### src/rtl/decode_stage.sv
// RV32I(+M) instruction decoder feeding a small FIFO of decoded entries.
// Decode is combinational on ins; results are captured on the accept edge and presented from the head entry.
module decode_stage #(
  parameter bit ENABLE_M = 1'b0,
  parameter int PC_W     = 32,
  parameter int DEPTH    = 2
) (
  input  logic            clk,
  input  logic            rst,
  input  logic            flush,
  input  logic            in_valid,
  output logic            in_ready,
  input  logic [31:0]     ins,
  input  logic [PC_W-1:0] in_pc,
  output logic            out_valid,
  input  logic            out_ready,
  output logic [PC_W-1:0] out_pc,
  output logic [4:0]      rs_addr1,
  output logic [4:0]      rs_addr2,
  output logic [4:0]      rd_addr,
  output logic [31:0]     imm,
  output logic [5:0]      alucode,
  output logic [1:0]      aluop1_type,
  output logic [1:0]      aluop2_type,
  output logic            wren,
  output logic            is_load,
  output logic            is_store,
  output logic            is_halt,
  output logic            is_illegal
);

  localparam logic [5:0] ALU_ILL    = 6'd0;
  localparam logic [5:0] ALU_LUI    = 6'd1;
  localparam logic [5:0] ALU_AUIPC  = 6'd2;
  localparam logic [5:0] ALU_JAL    = 6'd3;
  localparam logic [5:0] ALU_JALR   = 6'd4;
  localparam logic [5:0] ALU_BEQ    = 6'd5;
  localparam logic [5:0] ALU_BNE    = 6'd6;
  localparam logic [5:0] ALU_BLT    = 6'd7;
  localparam logic [5:0] ALU_BGE    = 6'd8;
  localparam logic [5:0] ALU_BLTU   = 6'd9;
  localparam logic [5:0] ALU_BGEU   = 6'd10;
  localparam logic [5:0] ALU_LB     = 6'd11;
  localparam logic [5:0] ALU_LH     = 6'd12;
  localparam logic [5:0] ALU_LW     = 6'd13;
  localparam logic [5:0] ALU_LBU    = 6'd14;
  localparam logic [5:0] ALU_LHU    = 6'd15;
  localparam logic [5:0] ALU_SB     = 6'd16;
  localparam logic [5:0] ALU_SH     = 6'd17;
  localparam logic [5:0] ALU_SW     = 6'd18;
  localparam logic [5:0] ALU_ADD    = 6'd19;
  localparam logic [5:0] ALU_SUB    = 6'd20;
  localparam logic [5:0] ALU_SLT    = 6'd21;
  localparam logic [5:0] ALU_SLTU   = 6'd22;
  localparam logic [5:0] ALU_XOR    = 6'd23;
  localparam logic [5:0] ALU_OR     = 6'd24;
  localparam logic [5:0] ALU_AND    = 6'd25;
  localparam logic [5:0] ALU_SLL    = 6'd26;
  localparam logic [5:0] ALU_SRL    = 6'd27;
  localparam logic [5:0] ALU_SRA    = 6'd28;
  localparam logic [5:0] ALU_MUL    = 6'd29;
  localparam logic [5:0] ALU_MULH   = 6'd30;
  localparam logic [5:0] ALU_MULHSU = 6'd31;
  localparam logic [5:0] ALU_MULHU  = 6'd32;
  localparam logic [5:0] ALU_DIV    = 6'd33;
  localparam logic [5:0] ALU_DIVU   = 6'd34;
  localparam logic [5:0] ALU_REM    = 6'd35;
  localparam logic [5:0] ALU_REMU   = 6'd36;
  localparam logic [5:0] ALU_NOP    = 6'd37;

  localparam logic [1:0] OP_TYPE_NONE = 2'd0;
  localparam logic [1:0] OP_TYPE_REG  = 2'd1;
  localparam logic [1:0] OP_TYPE_IMM  = 2'd2;
  localparam logic [1:0] OP_TYPE_PC   = 2'd3;

  localparam logic [6:0] OPC_LUI    = 7'b0110111;
  localparam logic [6:0] OPC_AUIPC  = 7'b0010111;
  localparam logic [6:0] OPC_JAL    = 7'b1101111;
  localparam logic [6:0] OPC_JALR   = 7'b1100111;
  localparam logic [6:0] OPC_BRANCH = 7'b1100011;
  localparam logic [6:0] OPC_LOAD   = 7'b0000011;
  localparam logic [6:0] OPC_STORE  = 7'b0100011;
  localparam logic [6:0] OPC_OPIMM  = 7'b0010011;
  localparam logic [6:0] OPC_OP     = 7'b0110011;
  localparam logic [6:0] OPC_FENCE  = 7'b0001111;
  localparam logic [6:0] OPC_SYSTEM = 7'b1110011;

  localparam int PTR_W = (DEPTH > 1) ? $clog2(DEPTH) : 1;
  localparam int SLOTS = 1 << PTR_W;

  typedef struct packed {
    logic [PC_W-1:0] pc;
    logic [4:0]      rs1;
    logic [4:0]      rs2;
    logic [4:0]      rd;
    logic [31:0]     imm;
    logic [5:0]      alucode;
    logic [1:0]      op1;
    logic [1:0]      op2;
    logic            wren;
    logic            is_load;
    logic            is_store;
    logic            is_halt;
    logic            is_illegal;
  } entry_t;

  // Pointers walk 0..DEPTH-1 so non-power-of-two depths wrap correctly.
  function automatic logic [PTR_W-1:0] ptr_inc(input logic [PTR_W-1:0] p);
    return (p == PTR_W'(DEPTH - 1)) ? {PTR_W{1'b0}} : p + PTR_W'(1);
  endfunction

  logic [6:0]  opcode_s;
  logic [2:0]  funct3_s;
  logic [6:0]  funct7_s;
  logic [31:0] imm_i_s, imm_sh_s, imm_st_s, imm_b_s, imm_u_s, imm_j_s;
  logic        illegal_s;
  entry_t      dec_s;
  entry_t      head_s;
  entry_t      mem_r [SLOTS];
  logic [PTR_W-1:0] wr_ptr_r, rd_ptr_r;
  logic [2:0]  count_r;
  logic        push_s, pop_s;

  assign opcode_s = ins[6:0];
  assign funct3_s = ins[14:12];
  assign funct7_s = ins[31:25];
  assign imm_i_s  = {{20{ins[31]}}, ins[31:20]};
  assign imm_sh_s = {27'd0, ins[24:20]};
  assign imm_st_s = {{20{ins[31]}}, ins[31:25], ins[11:7]};
  assign imm_b_s  = {{19{ins[31]}}, ins[31], ins[7], ins[30:25], ins[11:8], 1'b0};
  assign imm_u_s  = {ins[31:12], 12'd0};
  assign imm_j_s  = {{11{ins[31]}}, ins[31], ins[19:12], ins[20], ins[30:21], 1'b0};

  // Combinational decode of the incoming instruction word.
  always_comb begin
    dec_s     = '0;
    dec_s.pc  = in_pc;
    illegal_s = 1'b0;
    case (opcode_s)
      OPC_LUI: begin
        dec_s.rd = ins[11:7]; dec_s.imm = imm_u_s; dec_s.alucode = ALU_LUI;
        dec_s.op1 = OP_TYPE_NONE; dec_s.op2 = OP_TYPE_IMM; dec_s.wren = 1'b1;
      end
      OPC_AUIPC: begin
        dec_s.rd = ins[11:7]; dec_s.imm = imm_u_s; dec_s.alucode = ALU_AUIPC;
        dec_s.op1 = OP_TYPE_PC; dec_s.op2 = OP_TYPE_IMM; dec_s.wren = 1'b1;
      end
      OPC_JAL: begin
        dec_s.rd = ins[11:7]; dec_s.imm = imm_j_s; dec_s.alucode = ALU_JAL;
        dec_s.op1 = OP_TYPE_PC; dec_s.op2 = OP_TYPE_IMM; dec_s.wren = 1'b1;
      end
      OPC_JALR: begin
        dec_s.rs1 = ins[19:15]; dec_s.rd = ins[11:7]; dec_s.imm = imm_i_s;
        dec_s.alucode = ALU_JALR; dec_s.op1 = OP_TYPE_REG; dec_s.op2 = OP_TYPE_IMM;
        dec_s.wren = 1'b1;
      end
      OPC_BRANCH: begin
        dec_s.rs1 = ins[19:15]; dec_s.rs2 = ins[24:20]; dec_s.imm = imm_b_s;
        dec_s.op1 = OP_TYPE_REG; dec_s.op2 = OP_TYPE_REG;
        case (funct3_s)
          3'b000:  dec_s.alucode = ALU_BEQ;
          3'b001:  dec_s.alucode = ALU_BNE;
          3'b100:  dec_s.alucode = ALU_BLT;
          3'b101:  dec_s.alucode = ALU_BGE;
          3'b110:  dec_s.alucode = ALU_BLTU;
          3'b111:  dec_s.alucode = ALU_BGEU;
          default: illegal_s = 1'b1;
        endcase
      end
      OPC_LOAD: begin
        dec_s.rs1 = ins[19:15]; dec_s.rd = ins[11:7]; dec_s.imm = imm_i_s;
        dec_s.op1 = OP_TYPE_REG; dec_s.op2 = OP_TYPE_IMM;
        dec_s.wren = 1'b1; dec_s.is_load = 1'b1;
        case (funct3_s)
          3'b000:  dec_s.alucode = ALU_LB;
          3'b001:  dec_s.alucode = ALU_LH;
          3'b010:  dec_s.alucode = ALU_LW;
          3'b100:  dec_s.alucode = ALU_LBU;
          3'b101:  dec_s.alucode = ALU_LHU;
          default: illegal_s = 1'b1;
        endcase
      end
      OPC_STORE: begin
        dec_s.rs1 = ins[19:15]; dec_s.rs2 = ins[24:20]; dec_s.imm = imm_st_s;
        dec_s.op1 = OP_TYPE_REG; dec_s.op2 = OP_TYPE_REG; dec_s.is_store = 1'b1;
        case (funct3_s)
          3'b000:  dec_s.alucode = ALU_SB;
          3'b001:  dec_s.alucode = ALU_SH;
          3'b010:  dec_s.alucode = ALU_SW;
          default: illegal_s = 1'b1;
        endcase
      end
      OPC_OPIMM: begin
        dec_s.rs1 = ins[19:15]; dec_s.rd = ins[11:7]; dec_s.imm = imm_i_s;
        dec_s.op1 = OP_TYPE_REG; dec_s.op2 = OP_TYPE_IMM; dec_s.wren = 1'b1;
        case (funct3_s)
          3'b000: dec_s.alucode = ALU_ADD;
          3'b010: dec_s.alucode = ALU_SLT;
          3'b011: dec_s.alucode = ALU_SLTU;
          3'b100: dec_s.alucode = ALU_XOR;
          3'b110: dec_s.alucode = ALU_OR;
          3'b111: dec_s.alucode = ALU_AND;
          3'b001: begin
            dec_s.imm = imm_sh_s; dec_s.alucode = ALU_SLL;
            illegal_s = (funct7_s != 7'b0000000);
          end
          3'b101: begin
            dec_s.imm     = imm_sh_s;
            dec_s.alucode = funct7_s[5] ? ALU_SRA : ALU_SRL;
            illegal_s     = (funct7_s != 7'b0000000) && (funct7_s != 7'b0100000);
          end
          default: illegal_s = 1'b1;
        endcase
      end
      OPC_OP: begin
        dec_s.rs1 = ins[19:15]; dec_s.rs2 = ins[24:20]; dec_s.rd = ins[11:7];
        dec_s.op1 = OP_TYPE_REG; dec_s.op2 = OP_TYPE_REG; dec_s.wren = 1'b1;
        if (funct7_s == 7'b0000001) begin
          if (ENABLE_M) begin
            case (funct3_s)
              3'b000:  dec_s.alucode = ALU_MUL;
              3'b001:  dec_s.alucode = ALU_MULH;
              3'b010:  dec_s.alucode = ALU_MULHSU;
              3'b011:  dec_s.alucode = ALU_MULHU;
              3'b100:  dec_s.alucode = ALU_DIV;
              3'b101:  dec_s.alucode = ALU_DIVU;
              3'b110:  dec_s.alucode = ALU_REM;
              3'b111:  dec_s.alucode = ALU_REMU;
              default: illegal_s = 1'b1;
            endcase
          end else begin
            illegal_s = 1'b1;
          end
        end else if (funct7_s == 7'b0000000) begin
          case (funct3_s)
            3'b000:  dec_s.alucode = ALU_ADD;
            3'b001:  dec_s.alucode = ALU_SLL;
            3'b010:  dec_s.alucode = ALU_SLT;
            3'b011:  dec_s.alucode = ALU_SLTU;
            3'b100:  dec_s.alucode = ALU_XOR;
            3'b101:  dec_s.alucode = ALU_SRL;
            3'b110:  dec_s.alucode = ALU_OR;
            3'b111:  dec_s.alucode = ALU_AND;
            default: illegal_s = 1'b1;
          endcase
        end else if (funct7_s == 7'b0100000) begin
          case (funct3_s)
            3'b000:  dec_s.alucode = ALU_SUB;
            3'b101:  dec_s.alucode = ALU_SRA;
            default: illegal_s = 1'b1;
          endcase
        end else begin
          illegal_s = 1'b1;
        end
      end
      OPC_FENCE: dec_s.alucode = ALU_NOP;
      OPC_SYSTEM: begin
        // Only ECALL is recognised; it halts and never writes back.
        dec_s.alucode = ALU_NOP;
        dec_s.is_halt = (ins == 32'h0000_0073);
        illegal_s     = (ins != 32'h0000_0073);
      end
      default: illegal_s = 1'b1;
    endcase
    dec_s.wren = dec_s.wren & (dec_s.rd != 5'd0);
    if (illegal_s) begin
      dec_s            = '0;
      dec_s.pc         = in_pc;
      dec_s.alucode    = ALU_ILL;
      dec_s.is_illegal = 1'b1;
    end else begin
      dec_s.is_illegal = 1'b0;
    end
  end

  assign in_ready  = (count_r < 3'(DEPTH));
  assign out_valid = (count_r != 3'd0);
  assign push_s    = in_valid && in_ready;
  assign pop_s     = out_valid && out_ready;

  // FIFO occupancy and pointers; reset beats flush, flush beats any handshake.
  always_ff @(posedge clk) begin
    if (rst) begin
      count_r  <= 3'd0;
      wr_ptr_r <= '0;
      rd_ptr_r <= '0;
    end else if (flush) begin
      count_r  <= 3'd0;
      wr_ptr_r <= '0;
      rd_ptr_r <= '0;
    end else begin
      if (push_s) wr_ptr_r <= ptr_inc(wr_ptr_r);
      if (pop_s)  rd_ptr_r <= ptr_inc(rd_ptr_r);
      case ({push_s, pop_s})
        2'b10:   count_r <= count_r + 3'd1;
        2'b01:   count_r <= count_r - 3'd1;
        default: count_r <= count_r;
      endcase
    end
  end

  // Entry storage; contents are masked by out_valid so they need no reset.
  always_ff @(posedge clk) begin
    if (push_s && !flush && !rst) begin
      mem_r[wr_ptr_r] <= dec_s;
    end
  end

  assign head_s      = mem_r[rd_ptr_r];
  assign out_pc      = head_s.pc;
  assign rs_addr1    = head_s.rs1;
  assign rs_addr2    = head_s.rs2;
  assign rd_addr     = head_s.rd;
  assign imm         = head_s.imm;
  assign alucode     = head_s.alucode;
  assign aluop1_type = head_s.op1;
  assign aluop2_type = head_s.op2;
  assign wren        = head_s.wren;
  assign is_load     = head_s.is_load;
  assign is_store    = head_s.is_store;
  assign is_halt     = head_s.is_halt;
  assign is_illegal  = head_s.is_illegal;

endmodule
### config.mk
export PLATFORM = sky130hd
export DESIGN_NAME = decode_stage
export DESIGN_NICKNAME = d
export VERILOG_FILES = /design/src/rtl/decode_stage.sv
export SDC_FILE = /design/constraint.sdc
export NUM_CORES = 1
export LEC_CHECK = 0
export ABC_AREA = 0
export CORE_MARGIN = 2
export CORE_UTILIZATION = 50
export DETAILED_ROUTE_END_ITERATION = 12
export PLACE_DENSITY = 0.86
export SLEW_MARGIN = 10
export SYNTH_ARGS = -nofsm -noshare
export SYNTH_HDL_FRONTEND = slang
export SYNTH_SLANG_ARGS = --single-unit
### constraint.sdc
create_clock -name clk -period 25.8 [get_ports clk]
set_clock_uncertainty 0.15 [all_clocks]
set_input_delay 5.16 -clock clk [delete_from_list [all_inputs] [get_ports clk]]
set_output_delay 5.16 -clock clk [all_outputs]
set_load 0.1 [all_outputs]
==> results by group, run 1 <==
Run status
  • Status: finished clean

Power and ir drop
  • Pleak: 3.584 nW
  • Sequential Power Share: 48.5%
  • Logic gate share of total power: ~16%
  • Worst IR drop on VDD: 47.87 µV
  • Internal Power: 0.0005275 W
  • PwrDens: 65.63 nW/µm²
  • Net switching power: 0.0001979 W
  • Sw frac: a little over a quarter
  • Clock share of power: 35.4%

Worst setup path
  • Critical path's slowest cell: clkdlybuf4s50_1
  • CP bufs+invs: 2
  • Critical Path AT: 3.30 ns
  • CP Launch Type: flip-flop
  • CP endpoint kind: output port
  • CP cell instances: buf_4, mux2_2, clkdlybuf4s50_1
  • Crit path largest cell delay: approximately 1.2 ns
  • CP top delay family: buffers and inverters
  • Setup Crit Path Kind: flip-flop to output port
  • Worst Path Required: around 20 ns
  • Worst-path maximum fanout: 62

Logic synthesis
  • Distinct cells, synth: 58
  • Synth top area share: around two thirds
  • Post-synthesis sequential area ratio: around two thirds
  • Register bit count reported by yosys: 194
  • EDFF count, synth: 188
  • Area contributors post-synth: edfxtp_1 (65%), mux2_2 (12%), nor2_4 (2.5%)
  • Syn Inst Count: 591
  • Syn avg cell area: 14.66 µm²
  • Synth Net Count: 662
  • Ys async rst share: 0%
  • Most used DFF post-synth: edfxtp_1
  • Largest area contributor in the netlist: edfxtp_1
  • Syn. warnings: 0
  • Post-Synthesis Cell Area: 8662 µm²

Timing
  • Setup TNS: 0 ns
  • Post-layout minimum cycle time: 8.613 ns
  • Final setup viols: 0
  • Maximum clock frequency: ~120 MHz
  • Final worst setup slack: 17.19 ns
  • Final Hold Viols: 0
  • Rel. slew slack: a little under a third
  • Fin crit share: 33.38%
  • Final Max Tran Viols: 0
  • Worst-margin pin slew: around 1.0 ns
  • RSZ-0062 raised after global routing: false

Drt
  • Routed WL: 19,630 µm
  • Routed via count: ~5.5k
  • Routed vias/inst: 5.564
  • DRT Pass-1 Iters: 5
  • Final ANT Viol Nets: 0
  • Wire per inst: between 15 and 20 µm
  • Residual DRC: 0
  • Starting DRT DRC Count: 357

Clock tree
  • Max clock buf depth: 2
  • CTS Buf Count: 17
  • Post_cts resized: 0
  • CTS Hold Buffers Added: 0
  • Clock-pin slew on the worst setup and hold paths: 0.07 ns
  • H-tree depth: 4
  • CTS tree: built
  • CTS root buf: clkbuf_16
  • Clock tree sinks: slightly below 200
  • Post-CTS setup buffer count: 0
  • Clk Latency, worst-skew pair: 0.42 ns

Worst hold path
  • Worst hold path type: flip-flop to flip-flop

Layout
  • Share of cells above drive strength 1: between 20% and 30%
  • Commonest non-fill, non-tap cells in the layout: edfxtp_1 (188), clkdlybuf4s50_1 (164), mux2_2 (94)
  • Layout area overhead: 27.60%
  • Final core utilization: between 60 and 70%
  • Commonest non-fill, non-tap cell in the layout: edfxtp_1
  • Final #Nets: about 800

Floorplan
  • Ports: approximately 170
  • # rows: 48
  • Die footprint: 18,390 µm²
  • Die W: between 100 and 150 µm
  • Starting density of the core: 50.61%
  • Core Box Area: 17,120 µm²
  • Die Y: 135.6 µm

Global routing
  • Gr usage total: approximately a fifth
  • Largest net degree at the start of global routing: between 60 and 70
  • Initial antenna violation count: 1
  • Vias in the first global route: 5,574
  • Gr ovfl total: 0
  • First-pass GRT wire length: 29,570 µm

Placed design
  • # port buffers: 164
  • Post-detail-place hpwl: 13,740 µm
  • Gpl congestion: about 0.9
  • Pre-CTS setup slack: 17.31 ns

Run
  • Max cap viols: 0
[per-layer routing]
metal | up-vias | global-route usage, % | wire (µm)
met5 | - | 0 | 0
met4 | 0 | 8.333 | 371
met3 | 26 | 4.976 | 1424
met2 | 229 | 36.36 | 9953
met1 | 2683 | 26.56 | 7876
li1 | 2554 | - | -
[area by class of cell]
class                   instances  area (µm²)
fillers                      1254        6063
inverters                      10       37.54
well taps                     225       281.5
clock buffers                  19       432.9
multi-input cells             356        2700
flip-flops and latches        194        5769
repair buffers                169        1679
clock inverters                13       150.1
diodes                          1       2.502
[stage by stage]
stage / hold WS [ns] / instance area, µm² / std cells / power (W)
2_1_floorplan: 0.3085 / 8662 / 591 / 0.0004427
3_3_place_gp: 0.3166 / 10470 / 954 / 0.0004743
3_5_place_dp: 0.3363 / 10470 / 954 / 0.0004758
4_1_cts: 0.3456 / 11050 / 986 / 0.0007293
5_1_grt: 0.3898 / 11050 / 987 / 0.0007454
6_report: 0.3451 / 11050 / 987 / 0.0007254
[sequential cells by signal, indices dropped and copies added, names as in the netlist, named ones only]
name and cells:
count_r 3, mem_r 188, rd_ptr_r 1, wr_ptr_r 1
[worst paths after layout]
| check | start | endpoint | slack (ns) | cells after the start |
|---|---|---|---|---|
| min | count_r[2]$_SDFFE_PP0P_ | count_r[2]$_SDFFE_PP0P_ | 0.35 | 2 |
| min reg2reg | count_r[2]$_SDFFE_PP0P_ | count_r[2]$_SDFFE_PP0P_ | 0.35 | 2 |
| max reg2reg | count_r[1]$_SDFFE_PP0P_ | count_r[2]$_SDFFE_PP0P_ | 23.55 | 9 |
| max | flip-flop | imm[31] | 17.19 | 3 |
[synth_stat cells, types with 2 or more instances]
cell,instances
buf_6,2
clkbuf_1,19
nor2b_1,10
o211ai_1,2
buf_1,4
mux2_2,94
o21ai_0,10
nand4_1,2
nand3b_1,3
a21boi_0,2
nor2_4,19
xor2_1,3
dfxtp_1,6
nand2_1,22
nor4_1,5
xnor2_1,5
nor3b_1,2
and3_1,20
or2_2,3
nand2b_1,7
nand3_1,8
nor2_1,36
o21ai_1,2
and2_1,9
nor3_1,10
a22oi_1,6
buf_2,4
inv_1,9
o22ai_1,10
or3_1,4
buf_12,2
edfxtp_1,188
a32oi_1,2
a211oi_1,5
a21oi_1,33
[kinds of logic (layout without fill, tap and decap cells)]
family,Yosys count,in the layout,share of synthesized area [%]
AOI/OAI and AO/OA,82,82,5.807
xor gates and xnor gates,8,8,0.8089
adders and majority gates,2,2,0.3755
buffers and inverters,41,211,2.383
DFF,194,194,66.56
muxes,94,94,12.22
other,0,1,0
and+or+nand+nor,170,170,11.84
[power groups by stage]
| stage | registers [W] | logic (W) | clock network, W |
|---|---|---|---|
| 2_1_floorplan | 0.000359 | 0.0000835 | 0 |
| 3_3_place_gp | 0.000358 | 0.000116 | 0 |
| 3_5_place_dp | 0.000359 | 0.000117 | 0 |
| 4_1_cts | 0.000352 | 0.000117 | 0.000260 |
| 5_1_grt | 0.000352 | 0.000122 | 0.000271 |
| 6_report | 0.000352 | 0.000117 | 0.000256 |
[worst min-delay path, stage by stage (launching register included)]
cell and delay (ns):
dfxtp_1 0.32, o21ai_0 0.07, a21oi_1 0.06
Note: power is estimated with default switching activity, not from simulation.
==> run 2, diff against run 1 <==
CORE_UTILIZATION = 47   (was 50)
PLACE_DENSITY = 0.85   (was 0.86)
clock period = 7.3 ns   (was 25.8 ns; I/O delays follow)
==> run 2 against run 1 <==
Compared with the run above: worst setup slack worse by 15 ns; register-to-register slack lost 18 ns; power rose to 3.5 times the previous value; cell count rose by 0.30%; sequential power rose to 3.5 times the previous value; routed wire length fell by 0.94%; count of clock-buffer cells in the layout decreased by 1; die area increased by 6.2%; clock power rose to 3.4 times the previous value; combinational power rose to 3.5 times the previous value; worst hold slack improved by 0.0044 ns; critical endpoint is now imm[17].
==> results by group, run 2 (synthesized netlist as in run 1, its figures left out) <==
Global routing
  • Grt met2 use: roughly 32%
  • Gr ovfl total: 0
  • Met3 Track Usage GR: 4.921%
  • Vias in the first global route: 5,258
  • Gr usage total: 19.90%
  • Initial antenna violation count: 0
  • First-pass GRT wire length: 29,650 µm
  • GR peak layer: met2
  • Largest net degree at the start of global routing: 67
  • Met1 track demand over resource: 25.80%

Floorplan
  • Die footprint: 19,530 µm²
  • Starting density of the core: 48.06%
  • # rows: 49
  • Die Y: 139.8 µm
  • Die W: 139.8 µm
  • Core Box Area: ~18,000 µm²
  • Ports: 165

Power and ir drop
  • PwrDens: 228.9 nW/µm²
  • Worst IR drop on VDD: 159.6 µV
  • Pleak: between 3 and 4 nW

Drt
  • Routed via count: 5,526
  • Routed vias/inst: ~5.6
  • Starting DRT DRC Count: roughly 430
  • Wire per inst: 19.64 µm
  • Residual DRC: 0
  • DRT Pass-1 Iters: 5
  • Final ANT Viol Nets: 0
  • Routed WL: 19,440 µm

Placed design
  • Post-detail-place hpwl: roughly 13,000 µm
  • Gpl congestion: 0.8727
  • Inst Count DP: 958
  • # port buffers: around 160

Layout
  • Regs by FF count: mem_r (188), count_r (3)
  • Commonest non-fill, non-tap cells in the layout: edfxtp_1 (188), clkdlybuf4s50_1 (164), mux2_2 (94)
  • Final non-filler cell total: 990
  • Commonest non-fill, non-tap cell in the layout: edfxtp_1
  • Largest register by flop count: mem_r
  • Layout area overhead: 27.24%
  • Ant diodes: 0
  • Final #Nets: 819
  • Storage cell area: 5769 µm²
  • Largest register FFs: 188
  • Multi-input combinational cell area: around 2700 µm²
  • Share of cells above drive strength 1: 21.55%
  • Fill count: 1,403

Worst setup path
  • CP cell instances: buf_4, mux2_2, clkdlybuf4s50_1
  • Critical R2R Capture: mem_r[0][40]$_DFFE_PP_
  • Worst Path Required: 5.69 ns
  • Setup Crit Path Kind: flip-flop to output port
  • Critical Path AT: 3.35 ns
  • Worst R2R Start: count_r[2]$_SDFFE_PP0P_
  • CP endpoint kind: output port
  • R2r setup slk: 5.09 ns
  • Worst-path maximum fanout: 55
  • Reg2reg path depth: 4
  • Crit path largest cell delay: approximately 1.1 ns
  • CP Launch Type: flip-flop
  • Critical path's slowest cell: clkdlybuf4s50_1

Timing
  • RSZ-0062 raised after global routing: false
  • Fin crit share: 67.89%
  • Hold WS: 0.3495 ns
  • Worst-margin pin slew: 1.049 ns
  • Final Hold Viols: 0
  • Rel. slew slack: 29.82%
  • Post-layout minimum cycle time: a little under 5 ns
  • Final setup viols: 0
  • Final Max Tran Viols: 0
  • Maximum clock frequency: about 200 MHz

Clock tree
  • Clock-pin slew on the worst setup and hold paths: about 0.070 ns
  • Clock tree sinks: 194
  • CTS Buf Count: 17
  • Post_cts resized: 0
  • Post-CTS setup buffer count: 0
  • CTS tree: built
  • CTS root buf: clkbuf_16
  • H-tree depth: 4
  • Clk Latency, worst-skew pair: 0.43 ns
  • Max clock buf depth: 2
  • CTS Hold Buffers Added: 0

Worst hold path
  • Hold EP: count_r[2]$_SDFFE_PP0P_
  • Hold depth: 2
  • Beginning of the worst hold path: count_r[2]$_SDFFE_PP0P_
  • Worst hold path type: flip-flop to flip-flop

Run status
  • Status: finished clean

Run
  • Max cap viols: 0
==> run 2: changes by cell type in the layout (fill, tap and decap cells not counted) <==
| cell | delta |
|---|---|
| clkinvlp_4 | -3 |
| inv_8 | +3 |
| bufinv_16 | -2 |
| clkinv_2 | +2 |
| clkbuf_1 | -1 |
| diode_2 | -1 |
| inv_6 | +1 |
==> run 2: layer usage <==
metal,wire length [µm],part of all wire [%],up-vias
li1,-,-,2558
met1,7967,41,2722
met2,9541,49,214
met3,1427,7.3,32
met4,505,2.6,0
met5,0,0,-
==> run 2: area by class of cell <==
| cell class | instances | area share, % |
|---|---|---|
| multi-input cells | 356 | 24.50 |
| clock buffers | 18 | 3.894 |
| clock inverters | 14 | 1.090 |
| well taps | 229 | 2.600 |
| inverters | 10 | 0.3406 |
| repair buffers | 169 | 15.23 |
| flip-flops and latches | 194 | 52.34 |
==> run 2: power breakdown <==
| part | internal [W] | switching [W] | total [W] |
|---|---|---|---|
| logic | 0.000118 | 0.000293 | 0.000411 |
| clock network | 0.000448 | 0.000419 | 0.000867 |
| registers | 0.00124 | 0.00000888 | 0.00124 |
==> run 2: worst max path at each step <==
stage,startpoint,endpoint,depth (start not counted)
global route,flip-flop,imm[22],3
finish,flip-flop,imm[17],3
global placement,ins[2],mem_r[0][18]$_DFFE_PP_,6
floorplan,count_r[2]$_SDFFE_PP0P_,mem_r[0][0]$_DFFE_PP_,3
detailed placement,ins[2],mem_r[0][46]$_DFFE_PP_,8
CTS,flip-flop,rs_addr1[2],3
==> run 2: per-stage QoR <==
| step | setup TNS [ns] | instance area, µm² | setup slack (ns) | total power, W | utilization [%] |
|---|---|---|---|---|---|
| final | 0 | 11020 | 2.344 | 0.002523 | 61.15 |
| after global routing | 0 | 11020 | 2.171 | 0.002596 | 61.15 |
| after CTS | 0 | 11020 | 2.289 | 0.002537 | 61.15 |
| after detailed placement | 0 | 10470 | 2.521 | 0.001680 | 58.10 |
| after global placement | 0 | 10470 | 2.692 | 0.001676 | 58.10 |
| after floorplan | -363.54 | 8662 | -1.934 | 0.001565 | - |
==> run 2: worst max-delay path, delay by kind of cell (launching register included) <==
| kind | cells | cell delay (ns) |
|---|---|---|
| buf+inv | 2 | 1.71 |
| flops | 1 | 0.85 |
| mux | 1 | 0.29 |
==> run 3, diff against run 2 <==
clock period = 4.46 ns   (was 7.3 ns; I/O delays follow)
==> run 3 against run 2 <==
Compared with the run above: non-clock buffer count up 16; highest routed layer unchanged; power up 70%; worst setup slack worse by 1.3 ns; sequential share of layout area up 0.089 points; critical path depth up 4; clock power up 82%; sequential power up 65%.
==> results by group, run 3 (synthesized netlist as in run 1, its figures left out) <==
Clock tree
  • Max clock buf depth: 2
  • CTS Hold Buffers Added: 0
  • Clock tree sinks: 194
  • Clock-pin slew on the worst setup and hold paths: 0.07 ns
  • CTS Buf Count: 17
  • H-tree depth: 4
  • Post-CTS setup buffer count: 0
  • Clk Latency, worst-skew pair: between 0.4 and 0.5 ns
  • Post_cts resized: 0
  • CTS root buf: clkbuf_16
  • CTS tree: built

Worst setup path
  • Worst Path Required: 4.45 ns
  • CP endpoint kind: flip-flop
  • CP bufs+invs: 1
  • Critical Path AT: 3.42 ns
  • Crit path largest cell delay: between 0.6 and 0.7 ns
  • Setup Crit Path Kind: input pin to flip-flop
  • CP cell instances: clkdlybuf4s50_1, nor2b_1, nor3b_1, o211ai_2, nand3b_1, or4_4, nor2_1
  • CP top delay family: simple AND/OR/NAND/NOR gates
  • CP Launch Type: input pin
  • Critical path's slowest cell: clkdlybuf4s50_1
  • Worst-path maximum fanout: 24

Power and ir drop
  • Sw frac: 27.58%
  • Worst IR drop on VDD: roughly 290 µV
  • Logic gate share of total power: 15.7%
  • Pleak: 3.766 nW
  • PwrDens: between 300 and 400 nW/µm²
  • Internal Power: 0.003110 W
  • Clock share of power: a little under two fifths
  • Net switching power: 0.001185 W
  • Sequential Power Share: between 40% and 50%

Floorplan
  • Die footprint: 19,530 µm²
  • # rows: 49
  • Core Box Area: roughly 18,000 µm²
  • Die Y: 139.8 µm
  • Ports: 165
  • Starting density of the core: between 40% and 50%
  • Die W: 139.8 µm

Placed design
  • Post-detail-place hpwl: 14,150 µm
  • Gpl congestion: 0.9446
  • # port buffers: 164
  • Inst Count DP: 974
  • Pre-CTS setup slack: 0.6138 ns
  • Placed inst area: 10,380 µm²

Timing
  • Fin crit share: 76.96%
  • Final setup viols: 0
  • Maximum clock frequency: 291.4 MHz
  • Worst-margin pin slew: 0.9614 ns
  • Rel. slew slack: 35.71%
  • Setup TNS: 0 ns
  • Final Max Tran Viols: 0
  • Post-layout minimum cycle time: 3.432 ns
  • RSZ-0062 raised after global routing: false
  • Final worst setup slack: 1.028 ns
  • Final Hold Viols: 0

Drt
  • Residual DRC: 0
  • Routed via count: 5,650
  • Routed vias/inst: 5.616
  • Wire per inst: 20.04 µm
  • Final ANT Viol Nets: 0
  • Routed WL: 20,160 µm
  • Starting DRT DRC Count: ~370
  • DRT Pass-1 Iters: 5

Layout
  • Ant diodes: 0
  • Share of cells above drive strength 1: a little over a third
  • Final #Nets: 835
  • Regs by FF count: mem_r (188), count_r (3)
  • Commonest non-fill, non-tap cell in the layout: edfxtp_1
  • Final instance area: 11,000 µm²
  • Layout area overhead: 27.03%
  • Commonest non-fill, non-tap cells in the layout: edfxtp_1 (188), buf_4 (115), mux2_2 (94)
  • Fill count: 1,392
  • Final non-filler cell total: 1,006
  • Storage cell area: approximately 5800 µm²
  • Largest register by flop count: mem_r
  • Largest register FFs: approximately 190
  • Multi-input combinational cell area: 2720 µm²

Run
  • Max cap viols: 0

Global routing
  • Initial antenna violation count: 0
  • Vias in the first global route: 5,637
  • Gr usage total: between 20 and 25%
  • Largest net degree at the start of global routing: 60
  • Gr ovfl total: 0
  • First-pass GRT wire length: 31,260 µm

Worst hold path
  • Worst hold path type: flip-flop to flip-flop

Run status
  • Status: finished clean
[run 3: tightest hold or removal path, cell delays in order, from the launching register on]
cell and delay (ns):
dfxtp_1 0.34, xor2_1 0.07, nor2_1 0.07
[run 3: final timing paths]
kind | end | from | cells after the start | slack (ns)
hold / removal | count_r[0]$_SDFFE_PP0P_ | count_r[0]$_SDFFE_PP0P_ | 2 | 0.36
setup reg to reg | count_r[2]$_SDFFE_PP0P_ | count_r[1]$_SDFFE_PP0P_ | 8 | 2.23
hold reg to reg | count_r[0]$_SDFFE_PP0P_ | count_r[0]$_SDFFE_PP0P_ | 2 | 0.36
setup / recovery | mem_r[0][18]$_DFFE_PP_ | ins[4] | 7 | 1.03
[run 3: routing by layer]
layer	global-route usage [%]	share of wire, %
met2	33.89	49
met1	27.51	41
met4	6.474	2.1
met5	0	0
met3	4.886	7.7
[run 3: stage by stage]
step / hold slack, ns / utilization [%] / total power [W]
3_5_place_dp: 0.3438 / 57.57 / 0.002751
2_1_floorplan: 0.3258 / - / 0.002557
3_3_place_gp: 0.3388 / 57.57 / 0.002744
6_report: 0.3623 / 61.04 / 0.004295
5_1_grt: 0.3889 / 61.04 / 0.004429
4_1_cts: 0.3647 / 61.04 / 0.004324
[run 3: cell type report]
type | count | share of cell area [%]
clock inverters | 15 | 1.819
flip-flops and latches | 194 | 52.43
multi-input cells | 356 | 24.72
repair buffers | 185 | 14.21
inverters | 10 | 0.3411
well taps | 229 | 2.604
clock buffers | 17 | 3.866
[run 3: power by group through the flow]
stage	clock, W	sequential, W	combinational, W
2_1_floorplan	0	0.00207	0.000485
3_3_place_gp	0	0.00207	0.000670
3_5_place_dp	0	0.00208	0.000673
4_1_cts	0.00161	0.00204	0.000676
5_1_grt	0.00169	0.00204	0.000702
6_report	0.00158	0.00204	0.000674
